<file path="src/rtl/muldiv_pkg.sv">
// Shared encodings for the multi-cycle multiply/divide sequencer.
package muldiv_pkg;

  localparam int unsigned WIDTH_DEF = 32;
  // Iterations per operation; one result bit per CALC cycle.
  localparam int unsigned ITER = WIDTH_DEF;

  localparam logic [1:0] OP_MULT  = 2'b00;
  localparam logic [1:0] OP_MULTU = 2'b01;
  localparam logic [1:0] OP_DIV   = 2'b10;
  localparam logic [1:0] OP_DIVU  = 2'b11;

  typedef enum logic [1:0] {
    IDLE,
    CALC,
    FIX,
    DONE
  } state_e;

endpackage

</file>
<file path="src/rtl/muldiv_sign_fix.sv">
// Conditional two's-complement negate: magnitude extraction at operand
// capture and sign restoration of the product/quotient/remainder.
module muldiv_sign_fix #(
  parameter int unsigned Width = 32
) (
  input  logic [Width-1:0] val_i,
  input  logic             neg_i,
  output logic [Width-1:0] res_o
);

  // Negate when requested, otherwise pass through.
  always_comb begin
    res_o = neg_i ? (~val_i + Width'(1)) : val_i;
  end

endmodule

</file>
<file path="src/rtl/exe_muldiv_ctrl.sv">
// Multi-cycle multiply/divide sequencer owning HI/LO.
// Shift-add multiply and restoring divide on unsigned magnitudes, signs fixed
// up in FIX. Optional macro MULDIV_EARLY_TERM_EN lets mult/multu leave CALC
// once the remaining multiplier bits are all zero.
module exe_muldiv_ctrl
  import muldiv_pkg::*;
#(
  parameter int unsigned WIDTH = ITER,
  parameter int unsigned CNT_W = 6
) (
  input  logic             clock,
  input  logic             reset_n,
  input  logic             start,
  input  logic [1:0]       op,
  input  logic [WIDTH-1:0] Read_data_1,
  input  logic [WIDTH-1:0] Read_data_2,
  input  logic             mthi,
  input  logic             mtlo,
  input  logic             flush,
  output logic             busy,
  output logic             done,
  output logic             div_by_zero,
  output logic [WIDTH-1:0] HI,
  output logic [WIDTH-1:0] LO
);

  localparam int unsigned W2 = 2 * WIDTH;

  state_e            state_q, state_d;
  logic [W2-1:0]     acc_q, acc_d;     // {remainder, quotient} or {product hi, product lo/multiplier}
  logic [WIDTH-1:0]  b_q, b_d;         // multiplicand or divisor magnitude
  logic [CNT_W-1:0]  cnt_q, cnt_d;
  logic              is_div_q, is_div_d;
  logic              neg_lo_q, neg_lo_d;
  logic              neg_hi_q, neg_hi_d;
  logic              dbz_q, dbz_d;
  logic [WIDTH-1:0]  hi_q, hi_d;
  logic [WIDTH-1:0]  lo_q, lo_d;

  // Operand capture decode
  logic             cap_signed, cap_div;
  logic [WIDTH-1:0] mag_a, mag_b;

  assign cap_signed = (op == OP_MULT) || (op == OP_DIV);
  assign cap_div    = (op == OP_DIV) || (op == OP_DIVU);

  muldiv_sign_fix #(.Width(WIDTH)) u_mag_a (
    .val_i (Read_data_1),
    .neg_i (cap_signed & Read_data_1[WIDTH-1]),
    .res_o (mag_a)
  );

  muldiv_sign_fix #(.Width(WIDTH)) u_mag_b (
    .val_i (Read_data_2),
    .neg_i (cap_signed & Read_data_2[WIDTH-1]),
    .res_o (mag_b)
  );

  // Sign restoration of the finished magnitudes
  logic [W2-1:0]    prod_fix;
  logic [WIDTH-1:0] quo_fix, rem_fix;

  muldiv_sign_fix #(.Width(W2)) u_fix_prod (
    .val_i (acc_q),
    .neg_i (neg_lo_q),
    .res_o (prod_fix)
  );

  muldiv_sign_fix #(.Width(WIDTH)) u_fix_quo (
    .val_i (acc_q[WIDTH-1:0]),
    .neg_i (neg_lo_q),
    .res_o (quo_fix)
  );

  muldiv_sign_fix #(.Width(WIDTH)) u_fix_rem (
    .val_i (acc_q[W2-1:WIDTH]),
    .neg_i (neg_hi_q),
    .res_o (rem_fix)
  );

  // One iteration of shift-add multiply and restoring divide
  logic [WIDTH:0]  mul_sum;
  logic [W2-1:0]   mul_acc;
  logic [WIDTH:0]  rem_sh, div_diff;
  logic [W2-1:0]   div_acc;

  always_comb begin
    mul_sum  = {1'b0, acc_q[W2-1:WIDTH]} + (acc_q[0] ? {1'b0, b_q} : '0);
    mul_acc  = {mul_sum, acc_q[WIDTH-1:1]};
    rem_sh   = {acc_q[W2-1:WIDTH], acc_q[WIDTH-1]};
    div_diff = rem_sh - {1'b0, b_q};
    // A borrow means the trial subtraction failed: keep the shifted remainder.
    div_acc  = div_diff[WIDTH] ? {rem_sh[WIDTH-1:0], acc_q[WIDTH-2:0], 1'b0}
                               : {div_diff[WIDTH-1:0], acc_q[WIDTH-2:0], 1'b1};
  end

`ifdef MULDIV_EARLY_TERM_EN
  // Unconsumed multiplier bits sit at acc_q[cnt_q:1] during a CALC cycle.
  logic mul_rest_zero;

  always_comb begin
    mul_rest_zero = 1'b1;
    for (int unsigned i = 1; i < WIDTH; i++) begin
      if ((i <= 32'(cnt_q)) && acc_q[i]) mul_rest_zero = 1'b0;
    end
  end
`endif

  // Next-state and datapath update; flush overrides everything.
  always_comb begin
    state_d  = state_q;
    acc_d    = acc_q;
    b_d      = b_q;
    cnt_d    = cnt_q;
    is_div_d = is_div_q;
    neg_lo_d = neg_lo_q;
    neg_hi_d = neg_hi_q;
    dbz_d    = dbz_q;
    hi_d     = hi_q;
    lo_d     = lo_q;

    if (flush) begin
      state_d = IDLE;
      dbz_d   = 1'b0;
    end else begin
      unique case (state_q)
        IDLE: begin
          if (start) begin
            is_div_d = cap_div;
            cnt_d    = CNT_W'(WIDTH - 1);
            neg_lo_d = cap_signed & (Read_data_1[WIDTH-1] ^ Read_data_2[WIDTH-1]);
            neg_hi_d = cap_div ? (cap_signed & Read_data_1[WIDTH-1])
                               : (cap_signed & (Read_data_1[WIDTH-1] ^ Read_data_2[WIDTH-1]));
            if (cap_div) begin
              acc_d = {{WIDTH{1'b0}}, mag_a};
              b_d   = mag_b;
            end else begin
              acc_d = {{WIDTH{1'b0}}, mag_b};
              b_d   = mag_a;
            end
            if (cap_div && (Read_data_2 == '0)) begin
              dbz_d   = 1'b1;
              state_d = DONE;
            end else begin
              dbz_d   = 1'b0;
              state_d = CALC;
            end
          end else begin
            if (mthi) hi_d = Read_data_1;
            if (mtlo) lo_d = Read_data_1;
          end
        end
        CALC: begin
          cnt_d = cnt_q - CNT_W'(1);
          acc_d = is_div_q ? div_acc : mul_acc;
          if (cnt_q == '0) state_d = FIX;
`ifdef MULDIV_EARLY_TERM_EN
          // Remaining iterations would only shift; do them all at once.
          if (!is_div_q && mul_rest_zero) begin
            acc_d   = mul_acc >> cnt_q;
            state_d = FIX;
          end
`endif
        end
        FIX: begin
          if (is_div_q) begin
            hi_d = rem_fix;
            lo_d = quo_fix;
          end else begin
            hi_d = prod_fix[W2-1:WIDTH];
            lo_d = prod_fix[WIDTH-1:0];
          end
          state_d = DONE;
        end
        DONE: begin
          dbz_d   = 1'b0;
          state_d = IDLE;
        end
      endcase
    end
  end

  // State and datapath registers
  always_ff @(posedge clock or negedge reset_n) begin
    if (!reset_n) begin
      state_q  <= IDLE;
      acc_q    <= '0;
      b_q      <= '0;
      cnt_q    <= '0;
      is_div_q <= 1'b0;
      neg_lo_q <= 1'b0;
      neg_hi_q <= 1'b0;
      dbz_q    <= 1'b0;
      hi_q     <= '0;
      lo_q     <= '0;
    end else begin
      state_q  <= state_d;
      acc_q    <= acc_d;
      b_q      <= b_d;
      cnt_q    <= cnt_d;
      is_div_q <= is_div_d;
      neg_lo_q <= neg_lo_d;
      neg_hi_q <= neg_hi_d;
      dbz_q    <= dbz_d;
      hi_q     <= hi_d;
      lo_q     <= lo_d;
    end
  end

  // Status outputs decoded from state
  always_comb begin
    busy        = (state_q == CALC) || (state_q == FIX);
    done        = (state_q == DONE) && !flush;
    div_by_zero = done && dbz_q;
    HI          = hi_q;
    LO          = lo_q;
  end

endmodule

</file>
<file path="config.mk">
export PLATFORM = sky130hd
export DESIGN_NAME = exe_muldiv_ctrl
export DESIGN_NICKNAME = d
export VERILOG_FILES = /design/src/rtl/muldiv_pkg.sv /design/src/rtl/muldiv_sign_fix.sv /design/src/rtl/exe_muldiv_ctrl.sv
export SDC_FILE = /design/constraint.sdc
export NUM_CORES = 1
export LEC_CHECK = 0
export ABC_AREA = 1
export CAP_MARGIN = 20
export CORE_UTILIZATION = 52
export DETAILED_ROUTE_END_ITERATION = 10
export GPL_TIMING_DRIVEN = 0
export PLACE_DENSITY = 0.81
export SLEW_MARGIN = 20
export SYNTH_ARGS = -nofsm -noshare
export SYNTH_HDL_FRONTEND = slang
export SYNTH_HIERARCHICAL = 1
export SYNTH_SLANG_ARGS = --single-unit
export TNS_END_PERCENT = 100
</file>
<file path="constraint.sdc">
create_clock -name clock -period 7.6 [get_ports clock]
set_input_delay 0.76 -clock clock [delete_from_list [all_inputs] [get_ports clock]]
set_output_delay 0.76 -clock clock [all_outputs]
set_load 0.05 [all_outputs]
</file>
==> key figures <==
Global route
  • Total gr overflow: 0
  • First-pass GRT wire length: between 100000 and 150000 um
  • Largest net degree at the start of global routing: 71
  • GR Util All Layers: 40.6%
  • Vias in the first global route: about 23k
  • Initial antenna violation count: 1

Clock tree
  • CTS tree: yes
  • # H-tree levels: 4
  • Post-cts resize count: 0
  • Reg clk slew, reported paths: about 0.07 ns
  • Clk_lat worst skew: 0.48 ns
  • Setup Buffers After CTS: 0
  • Post-CTS Hold Fix Bufs: 0
  • TritonCTS buffer count: 17
  • Clock tree buffer depth: 2
  • Root buffer cell: clkbuf_16
  • Clk sink count: 172

Synth
  • Post-synth design cell area: 21300 um^2
  • Top cell type's share of synthesized area: 20.2%
  • Yosys reg bits: about 170
  • Largest cells by area after synthesis: dfrtp_1 20%, nand2_1 20%, nor2_1 11%, inv_1 7.8%, o21ai_0 5.3%
  • Sequential share of the synthesized area: 20.2%
  • Post-synthesis cell type count: 55
  • Mean post-synth cell area: 5.76 um^2
  • Most frequent cell after synthesis: nand2_1
  • Syn Nets: 3843
  • Largest area contributor in the netlist: dfrtp_1
  • Synth warnings: 6
  • Post-Syn Instances: 3693
  • Post-synth EDFFs: 0
  • Synth top cells by count: 1133 x nand2_1, 620 x nor2_1, 441 x inv_1
  • Main synth FF type: dfrtp_1
  • Fraction of registers with async set/reset: between 90% and 100%

Worst setup path
  • Data arrival, critical path: 3.85 ns
  • Path type of the worst setup path: reg -> reg
  • RR Startpoint: acc_q[0]
  • R2R depth: 19
  • Critical Path End Type: flop
  • CP max FO: 10
  • CP Cell Sequence: clkbuf_1, clkbuf_1, nand2_1, inv_1, ha_1, inv_1, fa_1, o21ai_1, nand2_1, nand2_1, nand3_1, nand2_1, nand2_1, nand3_1, nand3_1, nand2_1, inv_1, nand2_1, nand2_1
  • CP max stage cell: dfrtp_1
  • RR Endpoint: acc_q[61]
  • Crit path launch type: flop
  • CP top delay family: simple AND/OR/NAND/NOR gates
  • Required @ worst endpoint: between 7 and 8 ns
  • CP peak stage delay: 0.45 ns
  • Crit-path most repeated cell: nand2_1
  • Buf+Inv Stages, Crit Path: 5
  • FF-to-FF setup slack: 4.12 ns

Placement
  • Final HPWL DP: 69100 um
  • Dpl cell area: 23400 um^2
  • Port bufs: roughly 140
  • Final Wtd Congestion: 1.03

Power
  • Pwr dens: 472 nW/um^2
  • VDD IR-drop max: 0.198 mV
  • Leakage Power: 0.0119 uW

Route
  • Wirelength per Cell: 19.4 um
  • Vias: 25.3k
  • Remaining DRCs: 0
  • Initial DRC Count: 2901
  • TritonRoute pass-1 iters: 7
  • Post-route ant nets: 0
  • Vias/cell: 5.76
  • WL final: roughly 85000 um

Job
  • Maxcap violations: 0

STA
  • Worst rel slew slack: 27.1%
  • Final setup viols: 0
  • Worst-margin pin slew: 1.08 ns
  • Min Clock Period, post-route: 3.48 ns
  • Max Clk Rate: ~290 MHz
  • Slew Viols, Final: 0
  • RSZ-0062 raised after global routing: false
  • Fin Clk Skew: 0.0159 ns
  • Final Hold Violating Endpoints: 0
  • Fin Setup TNS: 0 ns
  • Period utilization: 45.8%

Layout
  • Area Overhead vs Synth: 12.8%
  • Final Net Count: approximately 4.0k
  • Final Cell Area: 24000 um^2
  • Fraction of layout cells with a size suffix above 1: 6.60%

Die
  • Starting Density: 53.2%
  • Row cnt: 73
  • CORE AREA: 40000 um^2
  • Die Y: 204 um
  • Die X: 204 um
  • Die outline area: 41700 um^2
  • IO Count: 139

Run status
  • Status: complete, no violations

Hold path
  • Worst Hold Class: in -> async
## layout make-up
cell class / count / area [um^2]
flip-flops and latches: 172 / 4300
diodes: 2 / 5.00
plain buffers: 125 / 602
well taps: 525 / 657
multi-input cells: 2940 / 14600
clock buffers: 18 / 439
inverters: 456 / 1730
clock inverters: 14 / 171
fillers: 4093 / 16000
repair buffers: 140 / 1440
## state kept, by name, indices dropped and copies added, names as in the netlist
| name | count |
|---|---|
| b_q | 32 |
| state_q | 2 |
| acc_q | 64 |
| is_div_q | 1 |
| neg_hi_q | 1 |
| cnt_q | 6 |
| dbz_q | 1 |
| LO | 32 |
| neg_lo_q | 1 |
| HI | 32 |
## layer usage
metal	wire, um	up-vias	track usage (%)
met4	5710	0	25.6
li1	-	12100	-
met1	34400	11500	53.7
met5	0	-	0
met2	35700	1405	59.8
met3	9190	260	8.48
## kinds of logic (layout without fill, tap and decap cells)
| kind of cell | Yosys count | in the layout | synth area share, % |
|---|---|---|---|
| adders and majority gates | 78 | 78 | 4.66 |
| and+or+nand+nor | 2190 | 2190 | 44.3 |
| buffers and inverters | 581 | 753 | 11.0 |
| xor gates and xnor gates | 109 | 109 | 4.52 |
| DFF | 172 | 172 | 20.2 |
| AOI/OAI and AO/OA | 563 | 563 | 15.3 |
| other | 0 | 2 | 0 |
## where the power goes
group          switching, uW  leakage (uW)  internal (uW)  total (uW)
Sequential               796       0.00202           1320        2120
Clock                    469      0.000295            454         923
Combinational           5590       0.00961           2700        8290
Total                   6860        0.0119           4480       11300
## stage by stage
| stage | total power [uW] | utilization, % | hold slack (ns) | std cells | setup slack, ns |
|---|---|---|---|---|---|
| 3_3_place_gp | 10000 | 58.3 | 0.460 | 4356 | -1.64 |
| 6_report | 11300 | 60.0 | 0.167 | 4392 | 4.12 |
| 5_1_grt | 12200 | 60.0 | 0.189 | 4390 | 3.83 |
| 3_5_place_dp | 10100 | 58.4 | 0.469 | 4358 | 4.15 |
| 2_1_floorplan | 7700 | - | 0.445 | 3693 | 4.94 |
| 4_1_cts | 11100 | 60.0 | 0.166 | 4390 | 4.16 |
## worst max-delay path by stage
stage | endpoint | cells past startpoint | start | slack (ns)
2_1_floorplan | acc_q[59] | 19 | acc_q[0] | 4.94
3_3_place_gp | cnt_q[2] | 1 | reset_n | -1.64
3_5_place_dp | b_q[29] | 12 | Read_data_1[31] | 4.15
4_1_cts | acc_q[61] | 19 | acc_q[0] | 4.16
5_1_grt | acc_q[61] | 19 | acc_q[0] | 3.83
6_report | acc_q[61] | 19 | acc_q[0] | 4.12
## cell usage in the layout, fill, tap and decap left out, types with 6 or more instances in the layout
master and n:
o21ai_4 6, clkbuf_1 76, a31oi_1 102, inv_6 7, o21ai_2 9, nand3_2 9, nor2_2 43, clkbuf_16 17
nand3_1 213, o21ai_0 227, clkdlybuf4s50_1 137, buf_4 14, nand4_1 44, buf_2 23, nand3b_1 16, nor2_1 620
nor3_1 12, xor2_1 43, inv_1 441, inv_2 9, nor2_4 33, nand2_2 31, dfrtp_1 172, nand2_1 1133
o21bai_1 8, ha_1 76, nor2_8 7, xnor2_1 65, o21ai_1 16, nand2_4 9, o211ai_1 47, a21oi_1 128
No activity file was read; power rests on OpenSTA's default activity.
